File: config.mk
export PLATFORM = sky130hd
export DESIGN_NAME = i2c_sensor_slave
export DESIGN_NICKNAME = d
export VERILOG_FILES = /design/src/rtl/i2c_pkg.sv /design/src/rtl/i2c_sync_edge.sv /design/src/rtl/i2c_sensor_slave.sv
export SDC_FILE = /design/constraint.sdc
export NUM_CORES = 1
export LEC_CHECK = 0
export ABC_AREA = 1
export CAP_MARGIN = 20
export CORE_ASPECT_RATIO = 0.9
export CORE_UTILIZATION = 40
export CTS_CLUSTER_SIZE = 8
export DETAILED_ROUTE_END_ITERATION = 7
export GPL_TIMING_DRIVEN = 0
export SYNTH_ARGS = -nofsm -noshare
export SYNTH_HDL_FRONTEND = slang
export SYNTH_SLANG_ARGS = --single-unit
File: constraint.sdc
create_clock -name clock -period 1.7 [get_ports clock]
set_clock_uncertainty 0.15 [all_clocks]
set_input_delay 0.34 -clock clock [delete_from_list [all_inputs] [get_ports clock]]
set_output_delay 0.34 -clock clock [all_outputs]
set_load 0.05 [all_outputs]
File: src/rtl/i2c_pkg.sv
// Shared I2C definitions: FSM state encoding, acknowledge levels and the
// position of the R/W bit inside the address byte.
package i2c_pkg;

    typedef enum logic [3:0] {
        ST_IDLE,
        ST_ADDR,
        ST_ADDR_ACK,
        ST_PTR,
        ST_PTR_ACK,
        ST_WDATA,
        ST_WDATA_ACK,
        ST_RDATA,
        ST_RDATA_ACK
    } i2c_state_t;

    // Bus level of the acknowledge bit: ACK pulls SDA low, NACK leaves it high.
    localparam logic ACK_LVL  = 1'b0;
    localparam logic NACK_LVL = 1'b1;

    // R/W flag is the LSB of the address byte (1 = read).
    localparam int RW_BIT = 0;

endpackage

File: src/rtl/i2c_sync_edge.sv
// Brings SCL/SDA into the clock domain and flags SCL edges, START and STOP.
module i2c_sync_edge #(
    parameter int SYNC_STAGES = 2
) (
    input  logic clock,
    input  logic reset_n,
    input  logic scl_in,
    input  logic sda_in,
    output logic sda,
    output logic scl_rise,
    output logic scl_fall,
    output logic start_det,
    output logic stop_det
);

    logic [SYNC_STAGES-1:0] scl_sync;
    logic [SYNC_STAGES-1:0] sda_sync;
    logic                   scl;
    logic                   scl_q;
    logic                   sda_q;

    // Synchronizer chains plus one history flop for edge detection; reset
    // to 1 so the bus looks idle and no false event fires after reset.
    always_ff @(posedge clock or negedge reset_n) begin
        if (!reset_n) begin
            scl_sync <= '1;
            sda_sync <= '1;
            scl_q    <= 1'b1;
            sda_q    <= 1'b1;
        end else begin
            // NOTE: non-blocking assignments keep every flop sampling the
            // pre-edge value, which is what makes this a real shift chain.
            scl_sync <= (scl_sync << 1) | SYNC_STAGES'(scl_in);
            sda_sync <= (sda_sync << 1) | SYNC_STAGES'(sda_in);
            scl_q    <= scl;
            sda_q    <= sda;
        end
    end

    assign scl       = scl_sync[SYNC_STAGES-1];
    assign sda       = sda_sync[SYNC_STAGES-1];
    assign scl_rise  = scl & ~scl_q;
    assign scl_fall  = ~scl & scl_q;
    // SDA may only toggle with SCL steadily high for a START/STOP.
    assign start_det = scl & scl_q & sda_q & ~sda;
    assign stop_det  = scl & scl_q & ~sda_q & sda;

endmodule

File: src/rtl/i2c_sensor_slave.sv
// I2C target with an 8-bit register pointer: writes go to the register file
// with auto-increment, reads stream register data with auto-increment.
module i2c_sensor_slave
    import i2c_pkg::*;
#(
    parameter logic [6:0] DEV_ADDR    = 7'h48,
    parameter int         SYNC_STAGES = 2
) (
    input  logic       clock,
    input  logic       reset_n,
    input  logic       scl_in,
    input  logic       sda_in,
    output logic       sda_oe,
    output logic [7:0] reg_addr,
    output logic [7:0] reg_wdata,
    output logic       reg_wr_en,
    input  logic [7:0] reg_rdata,
    output logic       busy
);

    logic       sda, scl_rise, scl_fall, start_det, stop_det;
    i2c_state_t state, state_nxt;
    logic [2:0] bit_cnt, bit_cnt_nxt;
    logic [7:0] shift, shift_nxt;
    logic [7:0] rx_byte;
    logic [7:0] reg_addr_nxt, reg_wdata_nxt;
    logic       sda_oe_nxt, wr_en_nxt, busy_nxt;
    // Within an acknowledge state: 0 before the SCL fall that opens the ACK
    // bit, 1 once inside the ACK bit.
    logic       ack_slot, ack_slot_nxt;

    i2c_sync_edge #(.SYNC_STAGES(SYNC_STAGES)) u_sync_edge (
        .clock     (clock),
        .reset_n   (reset_n),
        .scl_in    (scl_in),
        .sda_in    (sda_in),
        .sda       (sda),
        .scl_rise  (scl_rise),
        .scl_fall  (scl_fall),
        .start_det (start_det),
        .stop_det  (stop_det)
    );

    assign rx_byte = {shift[6:0], sda};

    // State and datapath registers; reset also releases SDA asynchronously.
    always_ff @(posedge clock or negedge reset_n) begin
        if (!reset_n) begin
            state     <= ST_IDLE;
            bit_cnt   <= 3'd0;
            shift     <= 8'h00;
            sda_oe    <= 1'b0;
            reg_addr  <= 8'h00;
            reg_wdata <= 8'h00;
            reg_wr_en <= 1'b0;
            busy      <= 1'b0;
            ack_slot  <= 1'b0;
        end else begin
            state     <= state_nxt;
            bit_cnt   <= bit_cnt_nxt;
            shift     <= shift_nxt;
            sda_oe    <= sda_oe_nxt;
            reg_addr  <= reg_addr_nxt;
            reg_wdata <= reg_wdata_nxt;
            reg_wr_en <= wr_en_nxt;
            busy      <= busy_nxt;
            ack_slot  <= ack_slot_nxt;
        end
    end

    // Next-state logic: START/STOP first, then SCL rising (sample) and
    // falling (drive) edges.
    always_comb begin
        // NOTE: every output gets a default before any branch, so no path
        // can leave one unassigned and infer a latch.
        state_nxt     = state;
        bit_cnt_nxt   = bit_cnt;
        shift_nxt     = shift;
        sda_oe_nxt    = sda_oe;
        reg_addr_nxt  = reg_wr_en ? reg_addr + 8'd1 : reg_addr;
        reg_wdata_nxt = reg_wdata;
        wr_en_nxt     = 1'b0;
        busy_nxt      = busy;
        ack_slot_nxt  = ack_slot;

        if (start_det) begin
            state_nxt    = ST_ADDR;
            bit_cnt_nxt  = 3'd0;
            sda_oe_nxt   = 1'b0;
            ack_slot_nxt = 1'b0;
        end else if (stop_det) begin
            state_nxt    = ST_IDLE;
            bit_cnt_nxt  = 3'd0;
            sda_oe_nxt   = 1'b0;
            busy_nxt     = 1'b0;
            ack_slot_nxt = 1'b0;
        end else if (scl_rise) begin
            case (state)
                ST_ADDR, ST_PTR, ST_WDATA: begin
                    shift_nxt   = rx_byte;
                    bit_cnt_nxt = bit_cnt + 3'd1;
                    if (bit_cnt == 3'd7) begin
                        ack_slot_nxt = 1'b0;
                        if (state == ST_ADDR) begin
                            if (rx_byte[7:1] == DEV_ADDR) begin
                                state_nxt = ST_ADDR_ACK;
                                busy_nxt  = 1'b1;
                            end else begin
                                state_nxt = ST_IDLE;
                                busy_nxt  = 1'b0;
                            end
                        end else if (state == ST_PTR) begin
                            reg_addr_nxt = rx_byte;
                            state_nxt    = ST_PTR_ACK;
                        end else begin
                            reg_wdata_nxt = rx_byte;
                            wr_en_nxt     = 1'b1;
                            state_nxt     = ST_WDATA_ACK;
                        end
                    end
                end
                ST_RDATA: begin
                    bit_cnt_nxt = bit_cnt + 3'd1;
                    if (bit_cnt == 3'd7) begin
                        state_nxt    = ST_RDATA_ACK;
                        ack_slot_nxt = 1'b0;
                    end
                end
                ST_RDATA_ACK: begin
                    if (ack_slot) begin
                        if (sda == ACK_LVL) begin
                            reg_addr_nxt = reg_addr + 8'd1;
                        end else begin
                            state_nxt = ST_IDLE;
                            busy_nxt  = 1'b0;
                        end
                    end
                end
                default: ;
            endcase
        end else if (scl_fall) begin
            case (state)
                ST_ADDR_ACK, ST_PTR_ACK, ST_WDATA_ACK: begin
                    if (!ack_slot) begin
                        sda_oe_nxt   = ~ACK_LVL;
                        ack_slot_nxt = 1'b1;
                    end else begin
                        ack_slot_nxt = 1'b0;
                        bit_cnt_nxt  = 3'd0;
                        sda_oe_nxt   = 1'b0;
                        if (state == ST_ADDR_ACK && shift[RW_BIT]) begin
                            shift_nxt  = reg_rdata;
                            sda_oe_nxt = ~reg_rdata[7];
                            state_nxt  = ST_RDATA;
                        end else if (state == ST_ADDR_ACK) begin
                            state_nxt = ST_PTR;
                        end else begin
                            state_nxt = ST_WDATA;
                        end
                    end
                end
                ST_RDATA: begin
                    shift_nxt  = shift << 1;
                    sda_oe_nxt = ~shift[6];
                end
                ST_RDATA_ACK: begin
                    if (!ack_slot) begin
                        sda_oe_nxt   = 1'b0;
                        ack_slot_nxt = 1'b1;
                    end else begin
                        shift_nxt    = reg_rdata;
                        sda_oe_nxt   = ~reg_rdata[7];
                        ack_slot_nxt = 1'b0;
                        bit_cnt_nxt  = 3'd0;
                        state_nxt    = ST_RDATA;
                    end
                end
                default: ;
            endcase
        end
    end

endmodule

# ---- Yosys cells after proc, flatten, opt, wreduce, memory -nomap -nowiden
# Cells that the tools add are included.
dict set report totals {
  ram_bits 0
  inputBits 12
  register_bits 40
  elab_cells 155
  mem_count 0
  latchBits 0
  rom_bits 0
}
dict set report classes {
  order_cmp 0
  n_div 0
  addsub 2
  n_eq_ne 27
  mux 72
  n_reduce_logical 22
  mul 0
  bitwise 19
  shift 0
}
# op n
set ops {}
lappend ops {{8-bit 2-to-1 mux} 9}
lappend ops {{4-bit 2-to-1 mux} 11}
lappend ops {{7-bit 2-to-1 mux} 6}
lappend ops {{1-bit 2-to-1 mux} 29}
lappend ops {{3-bit 2-to-1 mux} 9}
lappend ops {{7-bit one-hot mux with 3 select lines} 1}
lappend ops {{3-bit inequality test, second input constant} 6}
lappend ops {{4-bit by 3-bit equality test with 1-bit output, second input constant} 4}
lappend ops {{8-bit one-hot mux with 2 select lines} 1}
lappend ops {{8-bit AND reduction} 2}
lappend ops {{4-bit nonzero test} 4}
lappend ops {{5-bit inequality test, second input constant} 3}
lappend ops {{7-bit AND reduction} 2}
lappend ops {{4-bit one-hot mux with 3 select lines} 1}
lappend ops {{1-bit inverter} 10}
lappend ops {{5-bit nonzero test} 2}
lappend ops {{8-bit by 1-bit adder with 8-bit output, second input constant} 1}
lappend ops {{4-bit by 2-bit equality test with 1-bit output, second input constant} 2}
lappend ops {{4-bit one-hot mux with 2 select lines} 1}
lappend ops {{4-bit AND reduction} 2}
lappend ops {{4-bit OR reduction} 2}
lappend ops {{1-bit AND} 7}
lappend ops {{7-bit equality test, second input constant} 1}
lappend ops {{6-bit by 1-bit inequality test with 1-bit output, second input constant} 1}
lappend ops {{other kinds (20)} 25}

# ---- Longest topological paths before layout
# Gate-level depths: netlist (run 1).
dict set report logic_depth {
  ltp_word 9
  depth_mapped 12
  ltp_nobuf 12
}

# ---- Cells and area by module
# Synthesis (run 1) repeated with hierarchy kept, for this count alone.
dict set report unflattened {
  cells_unflattened 379
  hier_area_um2 2577.5
}
# module cells_per_inst area_per_inst_um2 seq_area_each_um2 instances
set by_module_without_submodules {}
lappend by_module_without_submodules {i2c_sensor_slave 362 2378.5 850.8 1}
lappend by_module_without_submodules {i2c_sync_edge 17 198.9 157.7 1}

# ---- Worst setup path before layout (run 1)
# No wires, ideal clock.
dict set report synth_timing {
  path_kind {reg2reg}
  start {reg reg_addr[0]}
  end {reg reg_addr[4]}
  arrival_time_ns 1.654
  synth_period_minus_slack_ns 1.920
  n_path_buf 0
  setup_slack_ns -0.220
  stages_incl_launch_ff 11
  cell_sequence {dfrtp_1 ha_1 nand2_1 inv_1 nand3_1 nand3_1 nand2_1 o21ai_0 nand2_1 nand2_1 nand2_1}
}
dict set report synth_between {
  elab_chain_cells 9
  word_cells_on_any_way 11
  classes_between {add/sub (1); mux (10)}
}
# item line_no
set synth_lines {}
lappend synth_lines {{start: declaration} i2c_sensor_slave.sv:14} ;# output logic [7:0] reg_addr,
lappend synth_lines {{start signal: assignment} i2c_sensor_slave.sv:63} ;# reg_addr <= reg_addr_nxt;
lappend synth_lines {{8-bit by 1-bit adder with 8-bit output *} {i2c_sensor_slave.sv:80, i2c_sensor_slave.sv:132}}
lappend synth_lines {{8-bit 2-to-1 mux} i2c_sensor_slave.sv:80} ;# reg_addr_nxt = reg_wr_en ? reg_addr + 8'd1 : reg_addr;
lappend synth_lines {{8-bit 2-to-1 mux} i2c_sensor_slave.sv:112} ;# end else if (state == ST_PTR) begin
lappend synth_lines {{8-bit 2-to-1 mux} i2c_sensor_slave.sv:104} ;# if (state == ST_ADDR) begin
lappend synth_lines {{8-bit 2-to-1 mux} i2c_sensor_slave.sv:102} ;# if (bit_cnt == 3'd7) begin
lappend synth_lines {{8-bit one-hot mux with 2 select lines} i2c_sensor_slave.sv:98} ;# case (state)
lappend synth_lines {{8-bit 2-to-1 mux} i2c_sensor_slave.sv:97} ;# end else if (scl_rise) begin
lappend synth_lines {{8-bit 2-to-1 mux} i2c_sensor_slave.sv:91} ;# end else if (stop_det) begin
lappend synth_lines {{8-bit 2-to-1 mux *} i2c_sensor_slave.sv:86} ;# if (start_det) begin
lappend synth_lines {{net reg_addr_nxt[4]} i2c_sensor_slave.sv:26} ;# logic [7:0] reg_addr_nxt, reg_wdata_nxt;
# The timed path passes the listed nets; every way through them passes the cells marked *.
# A chain may end at the register's enable or synchronous reset.

# ---- Worst setup path after layout (run 1)
dict set report layout_timing {
  start {reg u_sync_edge.scl_sync[1]}
  end {reg state[2]}
}
dict set report layout_between {
  elab_chain_cells 5
  word_cells_on_any_way 20
  classes_between {eq/ne (6); mux (3); bitwise (8); reduce/logical (3)}
}
# item line_no
set layout_lines {}
lappend layout_lines {{start: declaration} i2c_sync_edge.sv:16} ;# logic [SYNC_STAGES-1:0] scl_sync;
lappend layout_lines {{start signal: assignment} i2c_sync_edge.sv:33} ;# scl_sync <= (scl_sync << 1) | SYNC_STAGES'(scl_in);
lappend layout_lines {{1-bit AND} {i2c_sync_edge.sv:45, i2c_sync_edge.sv:46}}
lappend layout_lines {{1-bit AND, on equally long branches (2 in series)} {i2c_sync_edge.sv:45, i2c_sync_edge.sv:46}}
lappend layout_lines {{6-bit by 1-bit inequality test with 1-bit output (no line), or another cell as far along} --}
lappend layout_lines {{8-bit AND reduction (no line) / 4-bit 2-to-1 mux (equally long branches)} --}
lappend layout_lines {{end signal: assignment} i2c_sensor_slave.sv:59} ;# state <= state_nxt;
lappend layout_lines {{end: declaration} i2c_sensor_slave.sv:22} ;# i2c_state_t state, state_nxt;
# Parallel ways exist; a longest one is shown, timed or not.

==> metrics.txt, run 1 <==
outcome=finished with violations; violated checks=setup timing; worst slack, placed=-0.3463 ns; fillers=546; M3 GR Usage=3.950%; Root Driver=clkbuf_8; fmax=523.5 MHz; Detailed Routing Iterations Pass 1=6; Die Wd=87.33 microns; largest family of logic cells by synthesized area=simple AND/OR/NAND/NOR gates; ant diodes=0; worst-margin pin slew=0.4992 ns; adder-cell share of the synthesized area=~2.9%; die area=between 6000 and 7000 sq um; Detailed Route WL=8073 microns; worst hold-check path type=flip-flop to flip-flop; Internal=2.221 mW; post-route ant nets=0; antenna violations before repair=0; CTS max path bufs=2; GPL Wtd Cong=0.8707; Lkg Pwr=1.890 nW; Syn Area/Cell=6.603 sq um; CTS tree=built; total of max-cap violations=0; Avg WL per Cell=14.36 microns; Final Util=a little over three fifths; total vias in the final route=a little under 3000; GRT busiest layer=met2; Reg2Reg Setup Slack=-0.21 ns; Logic pwr share=51.6%; Syn Std Cell Area=2621 sq um; sequential share of power=around 33%; xor/xnor share of the synthesized area=less than 1%; vias in the first global route=between 2000 and 3000; DRT iter0 DRCs=184; CTS buffer count=5; worst-skew pair later-pin latency=0.30 ns; PD cells=roughly 1100 nW/um^2; # H-tree levels=2; post-synthesis mux area share=0.7637%; via-per-instance ratio=5.142; placed cell area=3112 sq um; total grt overflow=0; Max Slew Vio Count=0; FP Rows=27; DP Wirelength=5098 microns; post-synthesis instance total=397; largest net degree at the start of global routing=22; met2 Track Usage GR=approximately two fifths; Top Ports=31; min cycle time layout=around 1.9 ns; post-synthesis sequential area ratio=38.47%; clk sinks=40; Area Growth Syn to Fin=49.55%; share of post-route cells with drive strength above 1=36.21%; critical path data arrival time=1.94 ns; RSZ-0062 raised after global routing=yes; Final Cell Area=3920 sq um; port bufs=30; Slew HR=66.72%; Synth Area in Simple Gates=40.53%; global-route wire length before repair=roughly 13000 microns; Sw Pwr=1.929 mW; worst-path maximum fanout=5; final setup fails=26; Yosys cell types=27; FF+latch count, synth=40; Crit Path Category=flip-flop to flip-flop; core area=6216 sq um; clock network power share=15.7%; endpoints failing hold=0; Total GRT Usage=approximately a quarter; Setup crit end kind=flip-flop; Critical Path Source Type=flip-flop; WP data required=roughly 1.7 ns; worst setup margin=-0.2101 ns; worst vdd ir=0.5603 mV; compound-gate portion of the synthesized area=under 10%; register clock-pin slew on the reported worst setup and hold paths=0.08 ns; Die Y=78.80 microns; Initial Utilization=a little over two fifths; warnings from Yosys=0; detailed-route DRC error count=0; syn nets=415; nets=492; grt met1 use=34.36%; Sw Share=a little under half; final period utilization=112.4%
==> sequential cells by signal, indices dropped and copies added (netlist names) <==
| name | count |
|---|---|
| reg_addr | 8 |
| reg_wdata | 8 |
| shift | 7 |
| state | 4 |
| bit_cnt | 3 |
| u_sync_edge.scl_sync | 2 |
| u_sync_edge.sda_sync | 2 |
| ack_slot | 1 |
| busy | 1 |
| reg_wr_en | 1 |
| sda_oe | 1 |
| u_sync_edge.scl_q | 1 |
| u_sync_edge.sda_q | 1 |
==> critical path, cell delays in order (launching register included) <==
cell and delay, ns:
dfstp_2 0.59, ha_4 0.21, nand3_4 0.11, nand2_4 0.12, inv_4 0.07, nand3_2 0.07
nand2_2 0.07, nor2_4 0.19, nand2_4 0.09, nand2_1 0.07, nand2_1 0.06
==> final cells by class <==
class                      instances  area [sq um]  area share [%]
clock buffer                       6         72.57           1.851
timing repair buffer              70         629.4           16.05
inverter                          42         168.9           4.309
buffer                             6         65.06           1.660
multi-input combinational        309          1844           47.05
sequential                        40          1018           25.98
clock inverter                     2         12.51          0.3192
tap                               87         108.9           2.777
==> power by group through the flow <==
stage	Combinational (mW)	Sequential, mW	Clock (mW)
2_1_floorplan	0.992	1.36	0
3_3_place_gp	1.42	1.33	0
3_5_place_dp	1.45	1.33	0
4_1_cts	1.91	1.34	0.667
5_1_grt	2.33	1.38	0.706
6_report	2.14	1.36	0.650
==> kinds of logic (layout without fill, tap and decap cells) <==
kind of cell | Yosys count | after routing
XOR/XNOR | 1 | 1
multiplexers | 2 | 2
AND/OR/NAND/NOR | 252 | 252
buffers and inverters | 48 | 126
flip-flops | 40 | 40
adder cells (fa/ha/maj) | 6 | 6
AO/OA/AOI/OAI | 48 | 48
==> cells in the mapped netlist, drive strengths merged <==
cell	instances	share of area [%]
nand3b	1	0.29
ha	6	2.9
mux2i	2	0.76
nor2	48	7.5
xnor2	1	0.33
dfstp	6	6.0
clkinv	1	0.14
a21oi	11	2.1
inv	41	5.9
o22ai	2	0.48
nand3	48	9.4
nand4	2	0.48
nand2	150	22
dfrtp	34	32
o21ai	32	6.1
o211ai	2	0.57
nor3	3	1.0
a211oi	1	0.48
clkbuf	1	0.14
buf	5	1.1
==> final timing paths <==
| kind | depth (start not counted) | endpoint | from |
|---|---|---|---|
| max | 10 | state[2] | u_sync_edge.scl_sync[1] |
| min | 0 | u_sync_edge.scl_sync[1] | u_sync_edge.scl_sync[0] |
| max reg2reg | 10 | state[2] | u_sync_edge.scl_sync[1] |
| min reg2reg | 0 | u_sync_edge.scl_sync[1] | u_sync_edge.scl_sync[0] |
| max in group asynchronous | 3 | state[2] | reset_n |
| min in group asynchronous | 2 | reg_wdata[4] | reset_n |
==> what timing repair did <==
item,CTS,global route
endpoints found under the setup margin,53,43
gates resized for setup,123,58
hold endpoints to repair,13,0
setup buffers,28,8
gates cloned,2,0
hold buffers,1,0
pin swaps,29,16
==> cells in the final DEF (no fill, tap or decap), types with 2 or more instances in the layout <==
master,netlist,layout
clkinv_2,0,2
dfstp_2,6,6
o21ai_2,0,5
nor2_4,0,16
nand2_2,4,22
clkdlybuf4s15_1,0,7
nor2_2,7,8
nand3_2,1,9
dlygate4sd2_1,0,3
nand3_1,47,35
a21oi_2,0,3
nor3_1,2,2
clkbuf_8,0,5
dfrtp_2,0,8
buf_4,2,32
dfrtp_1,34,26
buf_6,0,10
clkbuf_2,0,4
inv_2,3,7
o22ai_1,2,2
inv_4,0,4
nand3_4,0,4
o21ai_0,25,14
mux2i_1,2,2
inv_1,38,30
ha_4,0,4
clkdlybuf4s15_2,0,6
nor2_1,41,24
o211ai_1,2,2
o21ai_1,7,13
nand4_1,2,2
a21oi_1,11,8
nand2_1,146,118
clkdlybuf4s50_1,0,10
nand2_4,0,10
==> per-layer routing <==
metal / wire length, microns / vias up / part of all wire [%]
met5: 0 / - / 0
met4: 136 / 0 / 1.7
met3: 374 / 16 / 4.6
met2: 3810 / 102 / 47
met1: 3752 / 1345 / 46
li1: - / 1427 / -
==> metrics by stage <==
| step | power [mW] | setup TNS, ns | instances | hold slack [ns] |
|---|---|---|---|---|
| global placement | 2.750 | -42.90 | 514 | 0.1969 |
| CTS | 3.910 | -2.425 | 554 | 0.2175 |
| detailed placement | 2.780 | -6.835 | 515 | 0.1865 |
| global route | 4.416 | -5.721 | 562 | 0.2168 |
| finish | 4.150 | -3.184 | 562 | 0.2130 |
| floorplan | 2.355 | -0.2919 | 397 | -0.1056 |
(Power assumes the default switching activity.)
==> run 2: changes to the inputs <==
- CAP_MARGIN: 20 -> unset
- REMOVE_ABC_BUFFERS: unset -> 1
==> run 2 against run 1 <==
  * The flow still finishes with violations (setup timing)
  * Routed wire length up 0.19%
  * Combinational power about the same
  * Worst hold slack worse by 0.0028 ns
  * Largest cell class unchanged
==> metrics.txt, run 2 (synthesized netlist as in run 1, its figures left out) <==
outcome=finished with violations; violated checks=setup timing; FP Rows=27 (unchanged); GPL Wtd Cong=0.8597 (-1.3%); Area Growth Syn to Fin=48.93%; Slew HR=64.67% (-2.1 points); post-route ant nets=0 (unchanged); RSZ-0062 raised after global routing=yes; register clock-pin slew on the reported worst setup and hold paths=0.09 ns (about the same); total of max-cap violations=0 (unchanged); worst-margin pin slew=0.5300 ns (+0.03076 ns); Initial Utilization=42.17% (unchanged); worst vdd ir=0.5311 mV (-5.2%); fmax=515.0 MHz (-1.6%); WP data required=1.78 ns (+0.05 ns); most common cell after layout, fill and taps aside=nand2_1; detailed-route DRC error count=0 (unchanged); final period utilization=114.2% (+1.9 points); total vias in the final route=2875 (-0.52%); via-per-instance ratio=5.208 (+1.3%); worst-skew pair later-pin latency=0.30 ns (about the same); total grt overflow=0 (unchanged); worst setup margin=-0.2419 ns (-0.03179 ns); Die Wd=87.33 microns (unchanged); # H-tree levels=2 (unchanged); worst-path maximum fanout=4 (-1); Root Driver=clkbuf_8; Sw Pwr=1.960 mW (+1.6%); final setup fails=32 (+23%); CTS max path bufs=2 (unchanged); Detailed Route WL=8088 microns (+0.19%); Total GRT Usage=23.61% (-0.88 points); Avg WL per Cell=14.65 microns (+2.0%); port bufs=30 (unchanged); commonest cells after routing, fill and taps aside=nand2_1 (108), nand3_1 (36), inv_1 (31), nand2_2 (31), dfrtp_1 (30); Fin Hold WS=0.2102 ns (-0.002847 ns); endpoints failing hold=0 (unchanged); largest net degree at the start of global routing=22 (unchanged); worst hold path depth=0 (unchanged); DRT iter0 DRCs=169 (-8.2%); Final Util=62.80% (-0.26 points); worst hold-check path type=flip-flop to flip-flop; Top Ports=31 (unchanged); Lkg Pwr=1.896 nW (+0.34%); clock network power share=18.8% (+3.1 points); nets=482 (-2.0%); Critical Path Source Type=flip-flop; clk sinks=40 (unchanged); DP Wirelength=4886 microns (-4.2%); Logic pwr share=49.3% (-2.3 points); worst slack, placed=-0.9245 ns (-0.5782 ns); min cycle time layout=1.942 ns (+0.03179 ns); CTS tree=built; critical path data arrival time=2.02 ns (+0.08 ns); die area=6881 sq um (unchanged); PD cells=1098 nW/um^2 (+3.7%); Final Cell Area=3904 sq um (-0.42%); share of post-route cells with drive strength above 1=37.20% (+0.99 points); Die Y=78.80 microns (unchanged); antenna violations before repair=0 (unchanged); Largest regs=reg_addr: 8 flops, reg_wdata: 8 flops, shift: 7 flops; vias in the first global route=2715 (+1.9%); Worst R2R Path Depth=10 (unchanged); Sw Share=45.71% (-0.77 points); core area=6216 sq um (unchanged); Setup crit end kind=flip-flop; global-route wire length before repair=12640 microns (-3.6%); placed cell area=3019 sq um (-3.0%); Detailed Routing Iterations Pass 1=5 (-1); power after layout=4.287 mW (+3.3%); Max Slew Vio Count=0 (unchanged); sequential share of power=31.9% (-0.9 points); CTS buffer count=5 (unchanged); Internal=2.327 mW (+4.8%); ant diodes=0 (unchanged); Crit Path Category=flip-flop to flip-flop
[run 2: layout make-up]
class	instances	area [sq um]
Clock inverter	3	42.54
Timing Repair Buffer	65	608.1
Tap cell	87	108.9
Inverter	42	170.2
Clock buffer	5	68.82
Fill cell	539	2312
Multi-Input combinational cell	310	1892
Sequential cell	40	1013
[run 2: worst paths after layout]
| kind | from | slack (ns) | endpoint |
|---|---|---|---|
| worst max-delay path | u_sync_edge.scl_sync[1] | -0.24 | bit_cnt[0] |
| worst min-delay path | u_sync_edge.sda_sync[0] | 0.21 | u_sync_edge.sda_sync[1] |
| worst max register to register | u_sync_edge.scl_sync[1] | -0.24 | bit_cnt[0] |
| worst min register to register | u_sync_edge.sda_sync[0] | 0.21 | u_sync_edge.sda_sync[1] |
| max in group asynchronous | reset_n | 0.51 | reg_wr_en |
| min in group asynchronous | reset_n | 0.40 | shift[6] |
[run 2: what timing repair did]
item | 4_1_cts | 5_1_grt
setup endpoints to repair | 53 | 40
buffers inserted | 24 | 11
gates resized for setup | 99 | 107
cloned | 1 | 0
hold endpoints to repair | 14 | 0
hold buffers | 1 | 0
pin swaps | 28 | 28
[run 2: metal layers]
layer	GRT usage [%]	part of all wire [%]	wire length, microns	vias up
met5	0	0	0	-
met4	7.377	2.5	206	0
met3	3.950	5.1	414	21
met2	39.14	48	3873	90
met1	31.42	44	3594	1353
li1	-	-	-	1411
[run 2: power by group through the flow]
stage               Sequential, mW  Combinational [mW]  Clock, mW
floorplan                     1.38               0.947          0
CTS                           1.34                1.64      0.811
detailed placement            1.35                1.38          0
global placement              1.35                1.36          0
finish                        1.37                2.11      0.805
global route                  1.39                2.31      0.844
[run 2: per-stage QoR]
stage | setup TNS (ns) | std cells
floorplan | -4.994 | 391
global placement | -54.78 | 508
detailed placement | -19.80 | 509
CTS | -1.749 | 543
global route | -5.602 | 552
finish | -3.213 | 552
[run 2: worst max-delay path: stages (launching register included)]
cell and delay (ns):
dfstp_2 0.60, ha_4 0.21, nand2_2 0.08, nor2_4 0.10, nor2_4 0.06, nand2_2 0.08, nor2_1 0.07, nor2_2 0.19
buf_4 0.14, nand3_2 0.06, o21ai_1 0.12
